`src/rtl/regfile_mp_pkg.sv`:
```
// rtl/regfile_mp_pkg.sv - shared types and byte-lane helpers for the multi-read-port register file
package regfile_mp_pkg;

  typedef enum logic {INIT, READY} state_t;

  // Helpers work on the widest supported word; callers size-cast in and out.
  localparam int MAX_BYTES = 8;
  localparam int MAX_BITS  = 8 * MAX_BYTES;

  function automatic logic [MAX_BYTES-1:0] byte_parity(input logic [MAX_BITS-1:0] d);
    logic [MAX_BYTES-1:0] p;
    for (int i = 0; i < MAX_BYTES; i++) p[i] = ^d[8*i +: 8];
    return p;
  endfunction

  function automatic logic [MAX_BITS-1:0] be_merge(input logic [MAX_BITS-1:0]  old_w,
                                                   input logic [MAX_BITS-1:0]  new_w,
                                                   input logic [MAX_BYTES-1:0] be);
    logic [MAX_BITS-1:0] m;
    for (int i = 0; i < MAX_BYTES; i++) m[8*i +: 8] = be[i] ? new_w[8*i +: 8] : old_w[8*i +: 8];
    return m;
  endfunction

endpackage

```
`src/rtl/regfile_init_ctrl.sv`:
```
// rtl/regfile_init_ctrl.sv - zero-initialisation sequencer: INIT/READY FSM, clear pointer, init_done and w_err
module regfile_init_ctrl
  import regfile_mp_pkg::*;
#(
  parameter int ADD_WIDTH = 4
) (
  input  logic                 clk,
  input  logic                 rst_n,
  input  logic                 clr,
  input  logic                 w_en,
  output logic                 clr_we,
  output logic [ADD_WIDTH-1:0] clr_addr,
  output logic                 init_done,
  output logic                 w_err
);

  state_t               state, state_nxt;
  logic [ADD_WIDTH-1:0] clr_ptr, clr_ptr_nxt;

  always_ff @(posedge clk or negedge rst_n) begin
    if (!rst_n) begin
      state   <= INIT;
      clr_ptr <= '0;
      w_err   <= 1'b0;
    end else begin
      state   <= state_nxt;
      clr_ptr <= clr_ptr_nxt;
      w_err   <= w_en & ~init_done;
    end
  end

  always_comb begin
    state_nxt   = state;
    clr_ptr_nxt = clr_ptr;
    clr_we      = 1'b0;
    case (state)
      INIT: begin
        clr_we = 1'b1;
        if (clr) begin
          clr_ptr_nxt = '0;
        end else if (clr_ptr == '1) begin
          state_nxt   = READY;
          clr_ptr_nxt = '0;
        end else begin
          clr_ptr_nxt = clr_ptr + 1'b1;
        end
      end
      READY: begin
        if (clr) begin
          state_nxt   = INIT;
          clr_ptr_nxt = '0;
        end
      end
    endcase
  end

  assign clr_addr  = clr_ptr;
  assign init_done = (state == READY);

endmodule

```
`src/rtl/regfile_mp.sv`:
```
// rtl/regfile_mp.sv - multi-read-port register file with byte enables, optional registered read and write-first bypass
// Optional per-byte parity is enabled with `define REGFILE_MP_PARITY_EN.
module regfile_mp
  import regfile_mp_pkg::*;
#(
  parameter int DATA_WIDTH = 8,
  parameter int ADD_WIDTH  = 4,
  parameter int NUM_RD     = 2,
  parameter int RD_REG     = 0
) (
  input  logic                         clk,
  input  logic                         rst_n,
  input  logic                         clr,
  output logic                         init_done,
  input  logic                         w_en,
  input  logic [ADD_WIDTH-1:0]         w_addr,
  input  logic [DATA_WIDTH-1:0]        w_data,
  input  logic [DATA_WIDTH/8-1:0]      w_be,
  output logic                         w_err,
  input  logic [NUM_RD*ADD_WIDTH-1:0]  r_addr,
  output logic [NUM_RD*DATA_WIDTH-1:0] r_data,
  input  logic                         par_inj,
  output logic [NUM_RD-1:0]            par_err
);

  localparam int DEPTH = 2 ** ADD_WIDTH;
  localparam int NB    = DATA_WIDTH / 8;

  logic [DATA_WIDTH-1:0] mem [DEPTH];
  logic                  clr_we;
  logic [ADD_WIDTH-1:0]  clr_addr;
  logic                  w_acc;
  logic [DATA_WIDTH-1:0] w_word;

  regfile_init_ctrl #(.ADD_WIDTH(ADD_WIDTH)) u_init (
    .clk       (clk),
    .rst_n     (rst_n),
    .clr       (clr),
    .w_en      (w_en),
    .clr_we    (clr_we),
    .clr_addr  (clr_addr),
    .init_done (init_done),
    .w_err     (w_err)
  );

  assign w_acc  = w_en & init_done;
  assign w_word = DATA_WIDTH'(be_merge(MAX_BITS'(mem[w_addr]), MAX_BITS'(w_data), MAX_BYTES'(w_be)));

  // Clear and user writes never coincide: users are locked out while INIT runs.
  always_ff @(posedge clk) begin
    if (clr_we)     mem[clr_addr] <= '0;
    else if (w_acc) mem[w_addr]   <= w_word;
  end

`ifdef REGFILE_MP_PARITY_EN
  logic [NB-1:0] par_mem [DEPTH];
  logic [NB-1:0] w_par;

  assign w_par = ((NB'(byte_parity(MAX_BITS'(w_data))) ^ {NB{par_inj}}) & w_be)
               | (par_mem[w_addr] & ~w_be);

  always_ff @(posedge clk) begin
    if (clr_we)     par_mem[clr_addr] <= '0;
    else if (w_acc) par_mem[w_addr]   <= w_par;
  end
`else
  logic unused_par_inj;
  assign unused_par_inj = par_inj;
`endif

  for (genvar k = 0; k < NUM_RD; k++) begin : g_rd
    logic [ADD_WIDTH-1:0]  ra;
    logic [DATA_WIDTH-1:0] out_word;
    assign ra = r_addr[k*ADD_WIDTH +: ADD_WIDTH];
`ifdef REGFILE_MP_PARITY_EN
    logic [NB-1:0] out_sp;
`endif

    if (RD_REG != 0) begin : g_reg
      logic                  hit_clr, hit_w;
      logic [DATA_WIDTH-1:0] word_q;
      // Capture what the array will hold after this edge (write-first, clear wins).
      assign hit_clr = clr_we && (clr_addr == ra);
      assign hit_w   = w_acc && (w_addr == ra);
`ifdef REGFILE_MP_PARITY_EN
      logic [NB-1:0] sp_q;
      always_ff @(posedge clk or negedge rst_n) begin
        if (!rst_n)       sp_q <= '0;
        else if (hit_clr) sp_q <= '0;
        else if (hit_w)   sp_q <= w_par;
        else              sp_q <= par_mem[ra];
      end
      assign out_sp = sp_q;
`endif
      always_ff @(posedge clk or negedge rst_n) begin
        if (!rst_n)       word_q <= '0;
        else if (hit_clr) word_q <= '0;
        else if (hit_w)   word_q <= w_word;
        else              word_q <= mem[ra];
      end
      assign out_word = word_q;
    end else begin : g_comb
      assign out_word = mem[ra];
`ifdef REGFILE_MP_PARITY_EN
      assign out_sp = par_mem[ra];
`endif
    end

    assign r_data[k*DATA_WIDTH +: DATA_WIDTH] = init_done ? out_word : '0;
`ifdef REGFILE_MP_PARITY_EN
    assign par_err[k] = init_done & (|(NB'(byte_parity(MAX_BITS'(out_word))) ^ out_sp));
`else
    assign par_err[k] = 1'b0;
`endif
  end

endmodule
```
`config.mk`:
```
export PLATFORM = sky130hd
export DESIGN_NAME = regfile_mp
export DESIGN_NICKNAME = d
export VERILOG_FILES = /design/src/rtl/regfile_mp_pkg.sv /design/src/rtl/regfile_init_ctrl.sv /design/src/rtl/regfile_mp.sv
export SDC_FILE = /design/constraint.sdc
export NUM_CORES = 1
export LEC_CHECK = 0
export ABC_AREA = 1
export CORE_MARGIN = 2
export CORE_UTILIZATION = 50
export CTS_BUF_LIST = sky130_fd_sc_hd__clkbuf_16
export CTS_CLUSTER_DIAMETER = 80
export DETAILED_ROUTE_END_ITERATION = 10
export HOLD_SLACK_MARGIN = 0.08
export PLACE_DENSITY = 0.75
export SLEW_MARGIN = 20
export SYNTH_ARGS = -nofsm -noshare
export SYNTH_HDL_FRONTEND = slang
export SYNTH_SLANG_ARGS = --single-unit
export TNS_END_PERCENT = 50
```
`constraint.sdc`:
```
create_clock -name clk -period 2.3 [get_ports clk]
set_clock_uncertainty 0.1 [all_clocks]
set_input_delay 0.46 -clock clk [delete_from_list [all_inputs] [get_ports clk]]
set_output_delay 0.46 -clock clk [all_outputs]
set_load 0.02 [all_outputs]
```
==> metrics.md <==
| Metric | Value |
|---|---|
| Status | `complete, but fails checks` |
| Failing checks | `negative setup slack` |
| EDFF count, synth | `between 100 and 150` |
| Sequential cell area | `approximately 4000 um^2` |
| Die width | `between 100 and 150 um` |
| TritonCTS clock tree | `done` |
| Post-detail-place hpwl | `14.1 mm` |
| Final ANT Viol Nets | `0` |
| Setup slack after layout | `-0.0243 ns` |
| Site Rows | `between 40 and 50` |
| Register area share after synthesis | `0.549` |
| All-Layer GR Usage | `0.281` |
| Cell variety after synth | `23` |
| Top_reg_cell synth | `edfxtp_1` |
| Critical-path cell list | `clkdlybuf4s50_1 > inv_1 > buf_4 > nand3_1 > a21oi_2 > buf_4` |
| Min Tclk post-route | `between 2 and 2.5 ns` |
| First-pass GRT wire length | `roughly 33 mm` |
| Max cap viols | `0` |
| Bufs on Longest Clock Path | `2` |
| Initial DRC Count | `between 1000 and 1500` |
| Slowest cell on crit path | `clkdlybuf4s50_1` |
| Total grt overflow | `0` |
| Most frequent cell after synthesis | `nand2_1` |
| Max Slew Vio Count | `0` |
| WP buf/inv | `4` |
| # hold bufs at CTS | `0` |
| Final Hold Fails | `0` |
| Core box area | `14400 um^2` |
| Crit-path max FO | `4` |
| Ys Warns | `0` |
| Most used cell, CP | `buf_4` |
| Reg2Reg Setup Slack | `around 0.52 ns` |
| FF+latch count, synth | `about 130` |
| DRC errors left | `0` |
| Cell depth of the worst setup path | `6` |
| Mean post-synth cell area | `8.10 um^2` |
| Reg-to-Reg End | `mem[7][2]$_DFFE_PP_` |
| Height of the die | `around 120 um` |
| Vias in the first global route | `about 6400` |
| Leak | `4.21 nW` |
| Yosys top cell area share | `0.529` |
| Max incr delay on CP | `around 0.50 ns` |
| VDD IR max | `approximately 0.4 mV` |
| Vias/cell | `between 5 and 6` |
| Placer Congestion | `just over 0.9` |
| Area growth, synth to finish | `24.4%` |
| Fin cells | `about 1200` |
| CP endpoint kind | `output port` |
| WL per Instance | `17.8 um` |
| Final-stage net count | `between 1000 and 1500` |
| Critical path data arrival time | `between 1.5 and 2 ns` |
| Routed vias | `between 6000 and 7000` |
| Cts bufs inserted | `17` |
| Initial antenna violation count | `0` |
| Synthesized area | `just over 7000 um^2` |
| R2R cell count | `6` |
| CP delay by family, top | `buffers and inverters` |
| Top-Level Pins | `46` |
| Final-report setup violation count | `2` |
| Layout cells sized above 1 | `0.148` |
| Multi-input gate area | `about 2500 um^2` |
| Number of fill cells | `between 1000 and 1500` |
| Top cells by count, synth | `265 x nand2_1, 232 x nand3_1, 152 x inv_1, 128 x edfxtp_1, 29 x buf_2` |
| Worst endpoint required time | `roughly 1.7 ns` |
| R2R Path Start | `u_init.init_done$_DFF_PN0_` |
| Setup slack at placement | `-0.701 ns` |
| WL final | `between 20 and 25 mm` |
| Port bufs | `between 40 and 50` |
| Largest net degree at the start of global routing | `34` |
| RSZ-0062 raised after global routing | `true` |
| Die area | `between 15000 and 20000 um^2` |
| Async S/R FF share, synth | `0.0448` |
| Initial Util | `0.506` |
| CTS sink count | `between 100 and 150` |
| ANT cells | `0` |
| Clk_lat worst skew | `~0.42 ns` |
| Post-Syn Instances | `around 900` |
| Fmax | `between 400 and 500 MHz` |
| Placed insts | `1149` |
| Util after Layout | `0.629` |
| Min-Delay Path Class | `in2async` |
| Reg clk slew, reported paths | `0.05 ns` |
| Dominant cells by area after synthesis | `edfxtp_1 53%, nand3_1 16%, nand2_1 14%, inv_1 7.8%, dfrtp_1 2.1%` |
| H-tree levels | `4` |
| CP Launch Type | `primary input` |
| Setup repair bufs after CTS | `0` |
| Final period utilization | `1.01` |
| Router iterations before antenna repair | `6` |
| PD cells | `~630 nW/um^2` |
| Clock root buffer | `clkbuf_16` |
| Cell taking the most area after synthesis | `edfxtp_1` |
| Setup CP Type | `in2out` |
per-layer routing:
layer	global-route usage	wire length (um)
met1	0.359	7830
met4	0.141	939
met3	0.0851	2630
met5	0	0
met2	0.437	9650
how the worst max path moves through the flow:
| stage | from | end | slack [ns] |
|---|---|---|---|
| detailed placement | r_addr[1] | r_data[6] | -0.70 |
| global route | r_addr[3] | r_data[6] | -0.03 |
| finish | r_addr[3] | r_data[6] | -0.02 |
| floorplan | r_addr[5] | r_data[12] | 0.26 |
| CTS | r_addr[3] | r_data[1] | 0.01 |
| global placement | r_addr[1] | r_data[6] | -0.69 |
sequential cells by signal (all words and copies together) (netlist names):
name,count
u_init.clr_addr,4
u_init.w_err,1
u_init.init_done,1
mem,128
placed cells by master (no fill, tap or decap), drive strengths merged, types with 2 or more instances in the layout:
| master | n |
|---|---|
| clkdlybuf4s50 | 20 |
| clkbuf | 19 |
| clkinvlp | 2 |
| a21oi | 18 |
| dlygate4sd2 | 2 |
| nor2 | 27 |
| clkinv | 7 |
| nand2 | 265 |
| edfxtp | 128 |
| dfrtp | 6 |
| nand3 | 233 |
| conb | 2 |
| o21ai | 6 |
| inv | 161 |
| buf | 98 |
cell families after synthesis:
kind of cell,Yosys count,share of synthesized area
flip-flops,134,0.549
buffers and inverters,208,0.114
AO/OA/AOI/OAI,25,0.0182
XOR/XNOR,1,0.00121
other,1,0.000516
AND/OR/NAND/NOR,527,0.314
adder cells (fa/ha/maj),1,0.00172
per-stage QoR:
stage	area, um^2	power (mW)	hold slack (ns)	TNS, ns
after global placement	8450	3.41	0.448	-10.18
after detailed placement	8450	3.42	0.451	-10.13
final	9040	5.74	0.179	-0.0311
after floorplan	7270	3.14	0.0644	0
after CTS	9010	5.75	0.173	0
after global routing	9040	5.94	0.203	-0.0730
where the power goes:
| group | switching [mW] | total (mW) | internal, mW |
|---|---|---|---|
| registers | 0.0152 | 2.71 | 2.69 |
| clock network | 0.984 | 2.32 | 1.34 |
| logic | 0.422 | 0.707 | 0.285 |
| total | 1.42 | 5.74 | 4.32 |
repair_timing:
| item | 4_1_cts | 5_1_grt |
|---|---|---|
| hold endpoints to repair | 0 | 0 |
| pin swaps | 4 | 2 |
| endpoints found under the setup margin | 16 | 14 |
| cloned | 2 | 1 |
| gates resized for setup | 104 | 10 |
layout make-up:
cell class | count | area share
sequential | 134 | 0.442
multi-input combinational | 556 | 0.277
timing repair buffer | 123 | 0.136
inverter | 155 | 0.0649
clock buffer | 17 | 0.0470
tap | 184 | 0.0255
clock inverter | 15 | 0.00872
Note: power is estimated with default switching activity, not from simulation.
